==> config.mk <==
export PLATFORM = sky130hd
export DESIGN_NAME = lc3_program_loader
export DESIGN_NICKNAME = d
export VERILOG_FILES = /design/src/rtl/lc3_program_loader.sv
export SDC_FILE = /design/constraint.sdc
export NUM_CORES = 1
export LEC_CHECK = 0
export BUFFER_PORTS_ARGS = -buffer_cell sky130_fd_sc_hd__buf_4
export CAP_MARGIN = 0
export CORE_MARGIN = 1.5
export CORE_UTILIZATION = 30
export CTS_BUF_LIST = sky130_fd_sc_hd__clkbuf_8
export CTS_CLUSTER_DIAMETER = 120
export DETAILED_ROUTE_END_ITERATION = 16
export MAX_ROUTING_LAYER = met4
export PLACE_DENSITY = 0.56
export SLEW_MARGIN = 20
export SYNTH_ARGS = -nofsm -noshare
export SYNTH_HDL_FRONTEND = slang
export SYNTH_SLANG_ARGS = --single-unit
==> constraint.sdc <==
create_clock -name i_CLK -period 5.6 [get_ports i_CLK]
set_input_delay 0.28 -clock i_CLK [delete_from_list [all_inputs] [get_ports i_CLK]]
set_output_delay 0.28 -clock i_CLK [all_outputs]
set_load 0.02 [all_outputs]
==> src/rtl/lc3_program_loader.sv <==
// Byte-stream object-image loader for the LC3: writes ORIGIN/COUNT/DATA words into
// memory, verifies the trailing XOR checksum and releases the CPU reset on success.
module lc3_program_loader #(
  parameter int TIMEOUT_CYCLES = 1_000_000
) (
  input  logic        i_CLK,
  input  logic        i_Reset_n,
  input  logic [7:0]  i_Byte,
  input  logic        i_Byte_Valid,
  input  logic        i_Restart,
  output logic [15:0] o_Mem_Addr,
  output logic [15:0] o_Mem_Data,
  output logic        o_Mem_WE,
  output logic        o_CPU_Reset,
  output logic [15:0] o_Start_PC,
  output logic        o_Done,
  output logic        o_Error
);

  localparam int TW = (TIMEOUT_CYCLES > 1) ? $clog2(TIMEOUT_CYCLES + 1) : 1;
  // The byte-free cycle that would bring the counter to TIMEOUT_CYCLES aborts the load.
  localparam logic [TW-1:0] TMO_LAST = TW'(TIMEOUT_CYCLES - 1);

  typedef enum logic [3:0] {
    S_IDLE,
    S_ORG_LO,
    S_CNT_HI,
    S_CNT_LO,
    S_DATA_HI,
    S_DATA_LO,
    S_CHK,
    S_DONE,
    S_ERROR
  } state_t;

  state_t        state_q, state_d;
  logic [7:0]    org_hi_q, org_hi_d;
  logic [7:0]    cnt_hi_q, cnt_hi_d;
  logic [7:0]    data_hi_q, data_hi_d;
  logic [15:0]   words_q, words_d;
  logic [15:0]   addr_ptr_q, addr_ptr_d;
  logic [7:0]    xor_q, xor_d;
  logic [TW-1:0] tmo_q, tmo_d;
  logic [15:0]   mem_addr_q, mem_addr_d;
  logic [15:0]   mem_data_q, mem_data_d;
  logic          mem_we_q, mem_we_d;
  logic          cpu_reset_q, cpu_reset_d;
  logic [15:0]   start_pc_q, start_pc_d;
  logic          done_q, done_d;
  logic          error_q, error_d;

  logic loading;
  logic accept;

  always_ff @(posedge i_CLK or negedge i_Reset_n) begin
    if (!i_Reset_n) begin
      state_q     <= S_IDLE;
      org_hi_q    <= '0;
      cnt_hi_q    <= '0;
      data_hi_q   <= '0;
      words_q     <= '0;
      addr_ptr_q  <= '0;
      xor_q       <= '0;
      tmo_q       <= '0;
      mem_addr_q  <= '0;
      mem_data_q  <= '0;
      mem_we_q    <= 1'b0;
      cpu_reset_q <= 1'b1;
      start_pc_q  <= '0;
      done_q      <= 1'b0;
      error_q     <= 1'b0;
    end else begin
      state_q     <= state_d;
      org_hi_q    <= org_hi_d;
      cnt_hi_q    <= cnt_hi_d;
      data_hi_q   <= data_hi_d;
      words_q     <= words_d;
      addr_ptr_q  <= addr_ptr_d;
      xor_q       <= xor_d;
      tmo_q       <= tmo_d;
      mem_addr_q  <= mem_addr_d;
      mem_data_q  <= mem_data_d;
      mem_we_q    <= mem_we_d;
      cpu_reset_q <= cpu_reset_d;
      start_pc_q  <= start_pc_d;
      done_q      <= done_d;
      error_q     <= error_d;
    end
  end

  always_comb begin
    state_d     = state_q;
    org_hi_d    = org_hi_q;
    cnt_hi_d    = cnt_hi_q;
    data_hi_d   = data_hi_q;
    words_d     = words_q;
    addr_ptr_d  = addr_ptr_q;
    xor_d       = xor_q;
    tmo_d       = tmo_q;
    mem_addr_d  = mem_addr_q;
    mem_data_d  = mem_data_q;
    mem_we_d    = 1'b0;
    cpu_reset_d = cpu_reset_q;
    start_pc_d  = start_pc_q;
    done_d      = done_q;
    error_d     = error_q;

    loading = (state_q != S_IDLE) && (state_q != S_DONE) && (state_q != S_ERROR);
    accept  = i_Byte_Valid && (state_q != S_DONE) && (state_q != S_ERROR);

    if (loading) begin
      tmo_d = tmo_q + 1'b1;
    end
    if (accept) begin
      tmo_d = '0;
      if (state_q != S_CHK) begin
        xor_d = xor_q ^ i_Byte;
      end
    end

    case (state_q)
      S_IDLE: begin
        if (accept) begin
          org_hi_d = i_Byte;
          state_d  = S_ORG_LO;
        end
      end
      S_ORG_LO: begin
        if (accept) begin
          start_pc_d = {org_hi_q, i_Byte};
          addr_ptr_d = {org_hi_q, i_Byte};
          state_d    = S_CNT_HI;
        end
      end
      S_CNT_HI: begin
        if (accept) begin
          cnt_hi_d = i_Byte;
          state_d  = S_CNT_LO;
        end
      end
      S_CNT_LO: begin
        if (accept) begin
          words_d = {cnt_hi_q, i_Byte};
          state_d = ({cnt_hi_q, i_Byte} == 16'h0000) ? S_CHK : S_DATA_HI;
        end
      end
      S_DATA_HI: begin
        if (accept) begin
          data_hi_d = i_Byte;
          state_d   = S_DATA_LO;
        end
      end
      S_DATA_LO: begin
        if (accept) begin
          // Address pointer wraps naturally in 16 bits past 0xFFFF.
          mem_we_d   = 1'b1;
          mem_addr_d = addr_ptr_q;
          mem_data_d = {data_hi_q, i_Byte};
          addr_ptr_d = addr_ptr_q + 16'd1;
          words_d    = words_q - 16'd1;
          state_d    = (words_q == 16'd1) ? S_CHK : S_DATA_HI;
        end
      end
      S_CHK: begin
        if (accept) begin
          if (i_Byte == xor_q) begin
            state_d     = S_DONE;
            done_d      = 1'b1;
            cpu_reset_d = 1'b0;
          end else begin
            state_d = S_ERROR;
            error_d = 1'b1;
          end
        end
      end
      S_DONE, S_ERROR: begin
        if (i_Restart) begin
          state_d     = S_IDLE;
          done_d      = 1'b0;
          error_d     = 1'b0;
          cpu_reset_d = 1'b1;
          start_pc_d  = '0;
          xor_d       = '0;
          tmo_d       = '0;
        end
      end
      default: begin
        state_d = S_IDLE;
      end
    endcase

    // A byte arriving in the same cycle as the timeout keeps the load alive.
    if (loading && !i_Byte_Valid && (tmo_q == TMO_LAST)) begin
      state_d = S_ERROR;
      error_d = 1'b1;
      tmo_d   = '0;
    end
  end

  assign o_Mem_Addr  = mem_addr_q;
  assign o_Mem_Data  = mem_data_q;
  assign o_Mem_WE    = mem_we_q;
  assign o_CPU_Reset = cpu_reset_q;
  assign o_Start_PC  = start_pc_q;
  assign o_Done      = done_q;
  assign o_Error     = error_q;

endmodule

**Word-level counts from Yosys, hierarchy flattened**

Cells that the tools add are included.

- Reductions and logical operators: 26
- Bitwise operators: 1
- Muxes and demuxes: 44
- Add/sub/neg operators: 3
- Equality and inequality tests: 29

Operators with widths:

| cell | count |
|---|---|
| $mux W20 | 5 |
| $pmux W16 S2 | 3 |
| $mux W16 | 5 |
| $mux W4 | 10 |
| $mux W8 | 4 |
| $pmux W4 S8 | 1 |
| $ne A3 B3 Y1 const B | 9 |
| $add A20 B1 Y20 const B | 1 |
| $eq A20 B20 Y1 const B | 1 |
| $add A16 B1 Y16 const B | 1 |
| $eq A16 B1 Y1 const B | 1 |
| $eq A4 B3 Y1 const B | 4 |
| $logic_not A16 Y1 | 1 |
| $sub A16 B1 Y16 const B | 1 |
| $ne A2 B2 Y1 const B | 6 |
| $mux W1 | 11 |
| $reduce_and A3 Y1 | 3 |
| $eq A4 B2 Y1 const B | 2 |
| $eq A8 B8 Y1 | 1 |
| $ne A4 B3 Y1 const B | 2 |
| $reduce_and A2 Y1 | 4 |
| $reduce_and A4 Y1 | 2 |
| $reduce_and A8 Y1 | 1 |
| $reduce_bool A2 Y1 | 4 |
| 12 further kinds | 20 |

- Input bits: 12
- Output and inout port bits: 52
- Flip-flop bits (word level): 140
- Logic and storage cells: 118

**Logic depth before layout (Yosys ltp)**

Gate-level depths: netlist of the first run.

- Depth in word-level cells: 8
- Depth in mapped cells: 7
- Gate-level depth less buffers: 7

**Worst setup path after synthesis of the first run**

OpenSTA, ideal clock, no wires.

- Path kind: reg2reg
- From: register words_q[0]
- To: register words_q[12]
- Setup time: 0.079 ns
- Path buffers: 0
- Arrival: 2.149 ns
- Path slack: 3.371 ns
- Required time: 5.521 ns
- Period minus slack after synthesis: 2.229 ns
- Stages on the path, launching flop included: 8
- Cell sequence: dfrtp_1 -> inv_1 -> ha_1 -> or3b_4 -> or4_4 -> or4_4 -> a21oi_2 -> a2bb2oi_1

- Cells in the longest elaborated chain, start to end: 3

RTL lines:

| element | line | RTL |
|---|---|---|
| from (decl) | 40 | `logic [15:0] words_q, words_d;` |
| from (signal assigned) | 77 | `words_q <= words_d;` |
| $sub A16 B1 Y16 | 160 | `words_d = words_q - 16'd1;` |
| $mux W16 | 154 | `if (accept) begin` |
| $pmux W16 S2 | 121 | `case (state_q)` |

Every way passes these cells. The select of a mux whose other input is x is not followed.
A chain may end at the register's enable or synchronous reset.

**Worst setup path after layout of the first run**

- From: register state_q[1]
- To: register tmo_q[0]

- Cells in the longest elaborated chain, start to end: 8
- Elaborated cells between the ends (all ways): 17
- Classes of those cells: 4 x eq/ne; 5 x mux; 8 x reduce/logical

RTL lines:

| element | line | RTL |
|---|---|---|
| from (decl) | 36 | `state_t state_q, state_d;` |
| from (signal assigned) | 73 | `state_q <= state_d;` |
| $ne A4 B3 Y1 / $reduce_bool A4 Y1 (equally long branches) | 108, 109 |  |
| $logic_and A1 B1 Y1 (2 in a row) | 108 | `loading = (state_q != S_IDLE) && (state_q != S_DONE) && (state_q != S_ERROR);` |
| $mux W20 | 111 | `if (loading) begin` |
| $mux W20 | 114 | `if (accept) begin` |
| $mux W20 | 177 | `if (i_Restart) begin` |
| $mux W20 | 121 |  |
| $mux W20 (*) | 193 | `if (loading && !i_Byte_Valid && (tmo_q == TMO_LAST)) begin` |
| net tmo_d[0] | 43 | `logic [TW-1:0] tmo_q, tmo_d;` |
| to (signal assigned) | 80 | `tmo_q <= tmo_d;` |
| to (decl) | 43 |  |

The timed path passes the listed nets; every way through them passes the cells marked *.

==> reports/summary.txt, run 1 <==
initial antenna violation count: 0
CTS sink count: 140
final setup skew: 0.01891 ns
hpwl dp: 10610 um
post-synthesis compound-gate area fraction: 11.13%
CTS tree: built
Filler cells: 2222
CP Cell Sequence: or3_1, nand3_1, nor4_1, a311o_1, nor2_1
Vias/cell: 5.104
sequential element share of the synthesized area: 52.84%
Resized Gates After CTS: 0
area post-placement: 7352 um^2
Post-Synth Simple-Gate Area: 17.79%
Post-CTS Setup Repair Bufs: 0
slew margin rel.: 30.89%
Pwr Density: 491.0 nW/um^2
final hold vios: 0
first-pass GRT wire length: 26810 um
mux contribution to synthesized area: 9.659%
mean post-synth cell area: 10.13 um^2
TNS Setup: 0 ns
CP endpoint kind: register
RR Startpoint: state_q[1]
Synth async-reset ratio: 100.0%
maxcap violations: 0
largest net degree at the start of global routing: 73
Total Wirelength: 16340 um
die width: 151.7 um
CTS buffer count: 17
CTS max path bufs: 2
Worst-path clk slew: 0.09 ns
largest family of logic cells by synthesized area: simple AND/OR/NAND/NOR gates
Final period util: 50.30%
post-route ant nets: 0
Crit Path Category: reg -> reg
area delta synth->final: 17.22%
Core Box Area: 21760 um^2
port buffer count: 63
Final Core Density: 35.74%
CTS Hold Bufs: 1
Worst Path Arrival: 3.12 ns
grt total ovfl: 0
CP Data Required Time: 5.90 ns
Post-synth EDFFs: 0
Die H: 151.7 um
ratio of cells with drive above 1 in the final layout: 23.11%
#FFs+latches synth: 140
Pins Over Slew Limit: 0
CTS root buffer: clkbuf_8
# setup viols final: 0
Initial Util: 30.49%
slew at the pin with the worst max-slew slack: 1.029 ns
DRC viols: 0
vias in the first global route: 4853
hold wc startpoint: i_Restart
Syn. warnings: 0
status: finished, final reports clean
ys flop type: dfrtp_1
Post-Synth Adder-Cell Area: 0.7546%
Hold Path Class: in -> reg
clock latency at the later pin of the worst-skew pair: 0.47 ns
Post-Syn Area: 6633 um^2
Synth cell types: 56
slowest cell delay on critical path: 0.76 ns
H-tree depth: 4
LEAKAGE: 3.344 nW
crit-path max FO: 20
CP Launch Point: state_q[1]
Post-Synth XOR/XNOR Area: 4.754%
GPL Wtd Cong: 0.7910
Std-Cell Rows: 54
Synth Net Count: 671
Ports: 64
Worst path slowest cell: nor4_1
1st-iter DRT viols: 317
RSZ-0062 raised after global routing: false
startpoint types: register
Worst Path Buf+Inv: 0
First-pass DRT Iterations: 5
fin area: 7775 um^2
Tot GR Track Use: 15.75%
drt wl/cell: 16.44 um
Nets: 717
Final Power: 3.818 mW
Cells after Synth: 655
Max Clock Freq: 355.0 MHz
Worst VDD drop: 0.0002447 V
cell family with most CP delay: simple AND/OR/NAND/NOR gates
ANT cells: 0
Period minus WS final: 2.817 ns
Via Count: 5073
total die area: 23010 um^2
-- path summary, 6_finish.rpt --
| kind | endpoint | slack, ns | cells after the start |
|---|---|---|---|
| hold reg to reg | o_Mem_Addr[12] | 0.50 | 2 |
| setup / recovery | tmo_q[0] | 2.78 | 5 |
| max in group asynchronous | o_Start_PC[10] | 3.86 | 3 |
| setup reg to reg | tmo_q[0] | 2.78 | 5 |
| min in group asynchronous | tmo_q[3] | 0.38 | 2 |
| hold / removal | state_q[3] | 0.07 | 2 |
-- state kept, by name (all words and copies together), names as in the netlist --
signal	cells
tmo_q	20
addr_ptr_q	16
o_Mem_Addr	16
o_Mem_Data	16
o_Start_PC	16
words_q	16
cnt_hi_q	8
data_hi_q	8
org_hi_q	8
xor_q	8
state_q	4
o_CPU_Reset	1
o_Done	1
o_Error	1
o_Mem_WE	1
-- power by group --
| part | internal (mW) | leakage [nW] | total, mW | switching [mW] |
|---|---|---|---|---|
| clock network | 0.417 | 0.197 | 0.853 | 0.436 |
| registers | 1.38 | 1.74 | 1.70 | 0.324 |
| logic | 0.590 | 1.41 | 1.26 | 0.670 |
| total | 2.39 | 3.34 | 3.82 | 1.43 |
-- logic make-up after synthesis --
| kind of cell | Yosys count |
|---|---|
| AOI/OAI and AO/OA | 121 |
| xor gates and xnor gates | 36 |
| adders and majority gates | 4 |
| buffers and inverters | 53 |
| DFF | 140 |
| muxes | 57 |
| and+or+nand+nor | 244 |
-- layout by cell type, fill, tap and decap left out, types with 4 or more instances in the layout --
cell and instances:
ha_1 4, nor3_1 13, and3_1 5, o21ai_1 15, inv_1 12, clkinvlp_4 4, o2bb2ai_1 5, nor2_1 68
o21ai_0 32, buf_4 67, xor2_1 25, a31oi_1 5, mux2_2 56, a2bb2oi_1 5, nand2_1 74, a22oi_1 5
a21oi_1 29, dfrtp_1 139, clkbuf_8 18, nand3_1 23, or3_1 5, nor4_1 11, inv_6 6, or4_1 8
nand4_1 16, xnor2_1 11
-- metrics by stage --
stage | setup slack (ns) | hold WS [ns] | instances
after global placement | 2.571 | 0.3343 | 961
after floorplan | 3.371 | -0.01559 | 655
final | 2.783 | 0.07207 | 994
after global routing | 2.488 | 0.07275 | 994
after CTS | 2.531 | 0.04577 | 994
after detailed placement | 2.565 | 0.3332 | 961
-- layer usage --
layer / vias to the layer above / GRT usage, % / share of wire [%]
met3: 15 / 3.114 / 4.3
met1: 2516 / 22.27 / 50
li1: 2419 / - / -
met2: 123 / 22.49 / 44
met4: 0 / 5.240 / 1.4
met5: - / - / 0
-- layout make-up --
class	instances	area, um^2	share of cell area (%)
inverters	11	41.29	0.5311
multi-input cells	462	2949	37.93
flip-flops and latches	140	3505	45.08
clock buffers	18	247.7	3.186
well taps	280	350.3	4.506
clock inverters	14	157.7	2.028
repair buffers	69	524.3	6.743
-- cell usage after synthesis (all sizes together) (4+ instances only) --
master | n | share of area (%)
xnor2 | 11 | 1.5
o2bb2ai | 5 | 0.66
dfrtp | 139 | 52
nor4 | 11 | 1.0
o21ai | 47 | 3.5
or3 | 5 | 0.47
inv | 11 | 0.62
ha | 4 | 0.75
nand2 | 75 | 4.2
buf | 7 | 0.47
a21oi | 30 | 2.3
a2bb2oi | 5 | 0.66
xor2 | 25 | 3.3
and3 | 5 | 0.47
nand4 | 16 | 1.5
nand3 | 23 | 1.7
nor2 | 69 | 3.9
clkbuf | 35 | 2.0
a31oi | 5 | 0.47
mux2 | 56 | 9.5
nor3 | 14 | 1.1
a22oi | 5 | 0.57
or4 | 10 | 1.2
-- worst register-to-register path, stage by stage, from the launching register on --
cell and delay (ns):
dfrtp_1 0.72, or3_1 0.21, nand3_1 0.10, nor4_1 0.76, a311o_1 0.75, nor2_1 0.12
Note: power is estimated with default switching activity, not from simulation.
==> inputs of run 2 (changes only) <==
Settings changed: PLACE_DENSITY 0.56 to 0.58.
Clock period 5.6 ns to 2.3 ns, I/O delays scaled along.
==> run 2 against run 1 <==
Highest routed layer unchanged. Largest power group unchanged. Non-clock buffer count is 33 higher. Final cell count is 3.3% higher. Power is 150% higher. Clock power is 150% higher. Utilization is 1.6 points higher.
==> reports/summary.txt, run 2 (same netlist as run 1, synthesis figures left out) <==
post-route ant nets: 0 (unchanged)
Core Box Area: 21760 um^2 (unchanged)
Pins Over Slew Limit: 0 (unchanged)
RR Startpoint: words_q[1] (was state_q[1])
TNS Setup: 0 ns (unchanged)
slew margin rel.: 54.35% (was 30.89%)
Final Core Density: 37.29% (was 35.74%)
initial antenna violation count: 0 (unchanged)
most frequent cells in the layout: 139 x dfrtp_1, 88 x buf_4, 75 x nand2_1, 68 x nor2_1, 56 x mux2_2 (was 139 x dfrtp_1, 74 x nand2_1, 68 x nor2_1, 67 x buf_4, 56 x mux2_2)
PnR worst setup slack: 0.006165 ns (was 2.783 ns)
# setup viols final: 0 (unchanged)
dpl ws: -0.0002256 ns (was 2.565 ns)
grt total ovfl: 0 (unchanged)
Final Power: 9.460 mW (was 3.818 mW)
ANT cells: 0 (unchanged)
Hold Path Class: in -> reg (unchanged)
Reg area: 3505 um^2 (unchanged)
Post-CTS Setup Repair Bufs: 0 (unchanged)
ratio of cells with drive above 1 in the final layout: 25.70% (was 23.11%)
maxcap violations: 0 (unchanged)
CTS buffer count: 17 (unchanged)
largest net degree at the start of global routing: 69 (was 73)
CTS root buffer: clkbuf_8 (unchanged)
LEAKAGE: 3.528 nW (was 3.344 nW)
Die H: 151.7 um (unchanged)
slowest cell delay on critical path: 0.43 ns (was 0.76 ns)
max FFs per register: 20 (unchanged)
startpoint types: register (unchanged)
crit-path max FO: 4 (was 20)
Nets: 750 (was 717)
Final period util: 99.73% (was 50.30%)
Worst-path clk slew: 0.08 ns (was 0.09 ns)
Top cell by count, worst path: or4_4
area post-placement: 7570 um^2 (was 7352 um^2)
WHS: 0.07549 ns (was 0.07207 ns)
CP Cell Sequence: inv_1, ha_2, or3b_4, or4_4, or4_4, o22ai_1, a2bb2oi_2 (was or3_1, nand3_1, nor4_1, a311o_1, nor2_1)
hpwl dp: 10850 um (was 10610 um)
Max Clock Freq: 436.0 MHz (was 355.0 MHz)
commonest non-fill, non-tap cell in the layout: dfrtp_1 (unchanged)
Std-Cell Rows: 54 (unchanged)
vias in the first global route: 5164 (was 4853)
Pwr Density: 1166 nW/um^2 (was 491.0 nW/um^2)
CTS tree: built (unchanged)
Vias/cell: 5.068 (was 5.104)
Via Count: 5205 (was 5073)
die width: 151.7 um (unchanged)
total die area: 23010 um^2 (unchanged)
CP Data Required Time: 2.64 ns (was 5.90 ns)
H-tree depth: 4 (unchanged)
slew at the pin with the worst max-slew slack: 0.6847 ns (was 1.029 ns)
Top reg by flops: tmo_q (unchanged)
Filler cells: 2210 (was 2222)
DRC viols: 0 (unchanged)
drt wl/cell: 15.99 um (was 16.44 um)
1st-iter DRT viols: 369 (was 317)
clock latency at the later pin of the worst-skew pair: 0.45 ns (was 0.47 ns)
status: finished, final reports clean (unchanged)
CP Launch Point: words_q[1] (was state_q[1])
Non-Filler Instances: 1027 (was 994)
# placed instances: 985 (was 961)
Worst Path Arrival: 2.63 ns (was 3.12 ns)
Worst path slowest cell: or4_4 (was nor4_1)
hold wc startpoint: i_Byte_Valid (was i_Restart)
First-pass DRT Iterations: 5 (unchanged)
CTS max path bufs: 2 (unchanged)
Initial Util: 30.49% (unchanged)
Ports: 64 (unchanged)
Worst VDD drop: 0.0006977 V (was 0.0002447 V)
area delta synth->final: 22.32% (was 17.22%)
port buffer count: 63 (unchanged)
GPL Wtd Cong: 0.8140 (was 0.7910)
first-pass GRT wire length: 27080 um (was 26810 um)
Crit Path Category: reg -> reg (unchanged)
fin area: 8113 um^2 (was 7775 um^2)
CTS sink count: 140 (unchanged)
Tot GR Track Use: 15.82% (was 15.75%)
CP endpoint kind: register (unchanged)
RSZ-0062 raised after global routing: true (was false)
final hold vios: 0 (unchanged)
final setup skew: 0.01167 ns (was 0.01891 ns)
Total Wirelength: 16420 um (was 16340 um)
multi-input logic area: 2962 um^2 (was 2949 um^2)
Period minus WS final: 2.294 ns (was 2.817 ns)
run 2: cell count changes in the layout (fill, tap and decap cells not counted), moves of 2 or more:
cell,previous run,this run
inv_6,6,3
buf_4,67,88
dlygate4sd3_1,1,10
clkinvlp_4,4,2
clkinv_4,0,3
buf_12,0,3
run 2: final timing paths:
| path | endpoint | slack (ns) | cells after the start |
|---|---|---|---|
| max | words_q[12] | 0.006 | 7 |
| min | o_Done | 0.08 | 3 |
| max reg2reg | words_q[12] | 0.006 | 7 |
| min reg2reg | o_Done | 0.50 | 2 |
| max in group asynchronous | org_hi_q[1] | 1.29 | 3 |
| min in group asynchronous | words_q[11] | 0.25 | 2 |
run 2: layer usage:
metal / GRT usage [%] / vias to the layer above / routed length (um)
met5: - / - / 0
met4: 6.106 / 0 / 336
met3: 3.772 / 29 / 864
met2: 23.17 / 114 / 7354
met1: 21.14 / 2575 / 7862
li1: - / 2487 / -
run 2: power breakdown:
group	total [mW]	switching, mW	internal (mW)
logic	3.18	1.67	1.51
registers	4.15	0.781	3.37
clock network	2.13	1.04	1.10
total	9.46	3.48	5.98
run 2: final cells by class:
type,instances,area share [%]
Tap cell,280,4.318
Clock buffer,17,2.884
Timing Repair Buffer,102,10.26
Clock inverter,15,2.329
Multi-Input combinational cell,462,36.51
Sequential cell,140,43.20
Inverter,11,0.5089
run 2: timing repair:
item                       4_1_cts  5_1_grt
setup endpoints to repair        0       22
hold buffers                    10        0
gates resized for setup          0        4
hold endpoints to repair        78        0
run 2: critical path, delay by kind of cell, from the launching register on:
kind                     cells  cell delay, ns
flip-flops                   1            0.41
AND/OR/NAND/NOR              3            1.25
adder cells (fa/ha/maj)      1            0.18
buffers and inverters        1            0.09
AO/OA/AOI/OAI                2            0.26
==> inputs of run 3 (changes only) <==
Settings changed: SETUP_SLACK_MARGIN set to 0.02.
==> run 3 against run 2 <==
Final cell count about the same. Wire length down 0.15%. Flip-flop and latch count unchanged. Maximum frequency up 1.7%. Power up 0.18%. Sequential share of layout area about the same.
==> reports/summary.txt, run 3 (same netlist as run 1, synthesis figures left out) <==
Hold Path Class: in -> reg (unchanged)
# setup viols final: 0 (unchanged)
Tot GR Track Use: 15.83% (was 15.82%)
crit-path max FO: 4 (unchanged)
Initial Util: 30.49% (unchanged)
most frequent cells in the layout: 139 x dfrtp_1, 89 x buf_4, 75 x nand2_1, 68 x nor2_1, 56 x mux2_2 (was 139 x dfrtp_1, 88 x buf_4, 75 x nand2_1, 68 x nor2_1, 56 x mux2_2)
CTS root buffer: clkbuf_8 (unchanged)
hpwl dp: 10850 um (unchanged)
CTS max path bufs: 2 (unchanged)
Period minus WS final: 2.256 ns (was 2.294 ns)
RSZ-0062 raised after global routing: true (unchanged)
Worst VDD drop: 0.0007004 V (was 0.0006977 V)
largest net degree at the start of global routing: 69 (unchanged)
CP endpoint kind: register (unchanged)
port buffer count: 63 (unchanged)
ANT cells: 0 (unchanged)
clock latency at the later pin of the worst-skew pair: 0.45 ns (about the same)
Core Box Area: 21760 um^2 (unchanged)
grt total ovfl: 0 (unchanged)
Vias/cell: 5.076 (was 5.068)
slew margin rel.: 54.61% (was 54.35%)
Total Wirelength: 16390 um (was 16420 um)
die width: 151.7 um (unchanged)
commonest non-fill, non-tap cell in the layout: dfrtp_1 (unchanged)
drt wl/cell: 15.95 um (was 15.99 um)
GPL Wtd Cong: 0.8140 (unchanged)
status: finished, final reports clean (unchanged)
CTS buffer count: 17 (unchanged)
max FFs per register: 20 (unchanged)
Max Clock Freq: 443.2 MHz (was 436.0 MHz)
Top reg by flops: tmo_q (unchanged)
LEAKAGE: 3.534 nW (was 3.528 nW)
H-tree depth: 4 (unchanged)
DRC viols: 0 (unchanged)
initial antenna violation count: 0 (unchanged)
first-pass GRT wire length: 27100 um (was 27080 um)
area post-placement: 7570 um^2 (unchanged)
Std-Cell Rows: 54 (unchanged)
Crit Path Category: reg -> reg (unchanged)
1st-iter DRT viols: 391 (was 369)
Nets: 751 (was 750)
fin area: 8119 um^2 (was 8113 um^2)
ratio of cells with drive above 1 in the final layout: 25.80% (was 25.70%)
total die area: 23010 um^2 (unchanged)
Worst-path clk slew: 0.08 ns (about the same)
final setup skew: 0.01129 ns (was 0.01167 ns)
Die H: 151.7 um (unchanged)
Final period util: 98.09% (was 99.73%)
CTS tree: built (unchanged)
post-route ant nets: 0 (unchanged)
startpoint types: register (unchanged)
final hold vios: 0 (unchanged)
CTS sink count: 140 (unchanged)
First-pass DRT Iterations: 5 (unchanged)
maxcap violations: 0 (unchanged)
area delta synth->final: 22.41% (was 22.32%)
CP Data Required Time: 2.63 ns (was 2.64 ns)
vias in the first global route: 5170 (was 5164)
Final Power: 9.477 mW (was 9.460 mW)
PnR worst setup slack: 0.04390 ns (was 0.006165 ns)
Worst Path Arrival: 2.59 ns (was 2.63 ns)
Ports: 64 (unchanged)
Pins Over Slew Limit: 0 (unchanged)
Pwr Density: 1167 nW/um^2 (was 1166 nW/um^2)
slew at the pin with the worst max-slew slack: 0.6809 ns (was 0.6847 ns)
dpl ws: -0.0002256 ns (unchanged)
Via Count: 5218 (was 5205)
==> run 3: cell types whose count changed in the layout (fill, tap and decap cells not counted) <==
cell	delta
buf_4	+1
nor3_1	+1
nor3_2	-1
or4_1	-1
or4_4	+1
==> run 3: area by class of cell <==
| type | instances | area, um^2 |
|---|---|---|
| Clock buffer | 17 | 234.0 |
| Clock inverter | 15 | 188.9 |
| Fill cell | 2208 | 13640 |
| Inverter | 11 | 41.29 |
| Multi-Input combinational cell | 462 | 2960 |
| Sequential cell | 140 | 3505 |
| Tap cell | 280 | 350.3 |
| Timing Repair Buffer | 103 | 839.6 |
==> run 3: stage by stage <==
| stage | TNS, ns | hold WS, ns | utilization (%) | instances |
|---|---|---|---|---|
| after global placement | 0 | 0.1839 | 34.79 | 985 |
| after CTS | 0 | 0.04308 | 37.23 | 1028 |
| after floorplan | 0 | -0.1806 | - | 655 |
| after global routing | -0.05831 | 0.06988 | 37.32 | 1028 |
| after detailed placement | -0.0002256 | 0.1796 | 34.79 | 985 |
| final | 0 | 0.08515 | 37.32 | 1028 |
==> run 3: worst paths after layout <==
check / start / endpoint / slack [ns] / cells after the start
worst min-delay path: i_Byte_Valid / o_Done / 0.09 / 3
min in group asynchronous: i_Reset_n / words_q[11] / 0.25 / 2
worst max register to register: words_q[1] / words_q[12] / 0.04 / 7
worst max-delay path: words_q[1] / words_q[12] / 0.04 / 7
max in group asynchronous: i_Reset_n / org_hi_q[1] / 1.30 / 3
worst min register to register: o_Done / o_Done / 0.50 / 2
==> run 3: power breakdown <==
part / switching [mW] / internal, mW / total, mW / leakage [nW]
Clock: 1.03 / 1.10 / 2.13 / 0.212
Sequential: 0.782 / 3.37 / 4.15 / 1.74
Combinational: 1.67 / 1.53 / 3.20 / 1.58
==> run 3: timing repair <==
item / CTS / global route
setup endpoints to repair: 1 / 22
hold endpoints to repair: 78 / 0
setup buffers: 1 / 0
hold buffers: 10 / 0
gates resized for setup: 0 / 4
==> run 3: worst max-delay path, stage by stage (launching register included) <==
cell       delay [ns]
dfrtp_1          0.38
inv_1            0.08
ha_2             0.18
or3b_4           0.40
or4_4            0.42
or4_4            0.43
o22ai_1          0.18
a2bb2oi_2        0.08
==> run 3: layer usage <==
| layer | global-route usage, % | up-vias | share of wire, % |
|---|---|---|---|
| li1 | - | 2488 | - |
| met1 | 21.14 | 2586 | 48 |
| met2 | 23.19 | 116 | 45 |
| met3 | 3.772 | 28 | 4.8 |
| met4 | 6.106 | 0 | 2.0 |
| met5 | - | - | 0 |
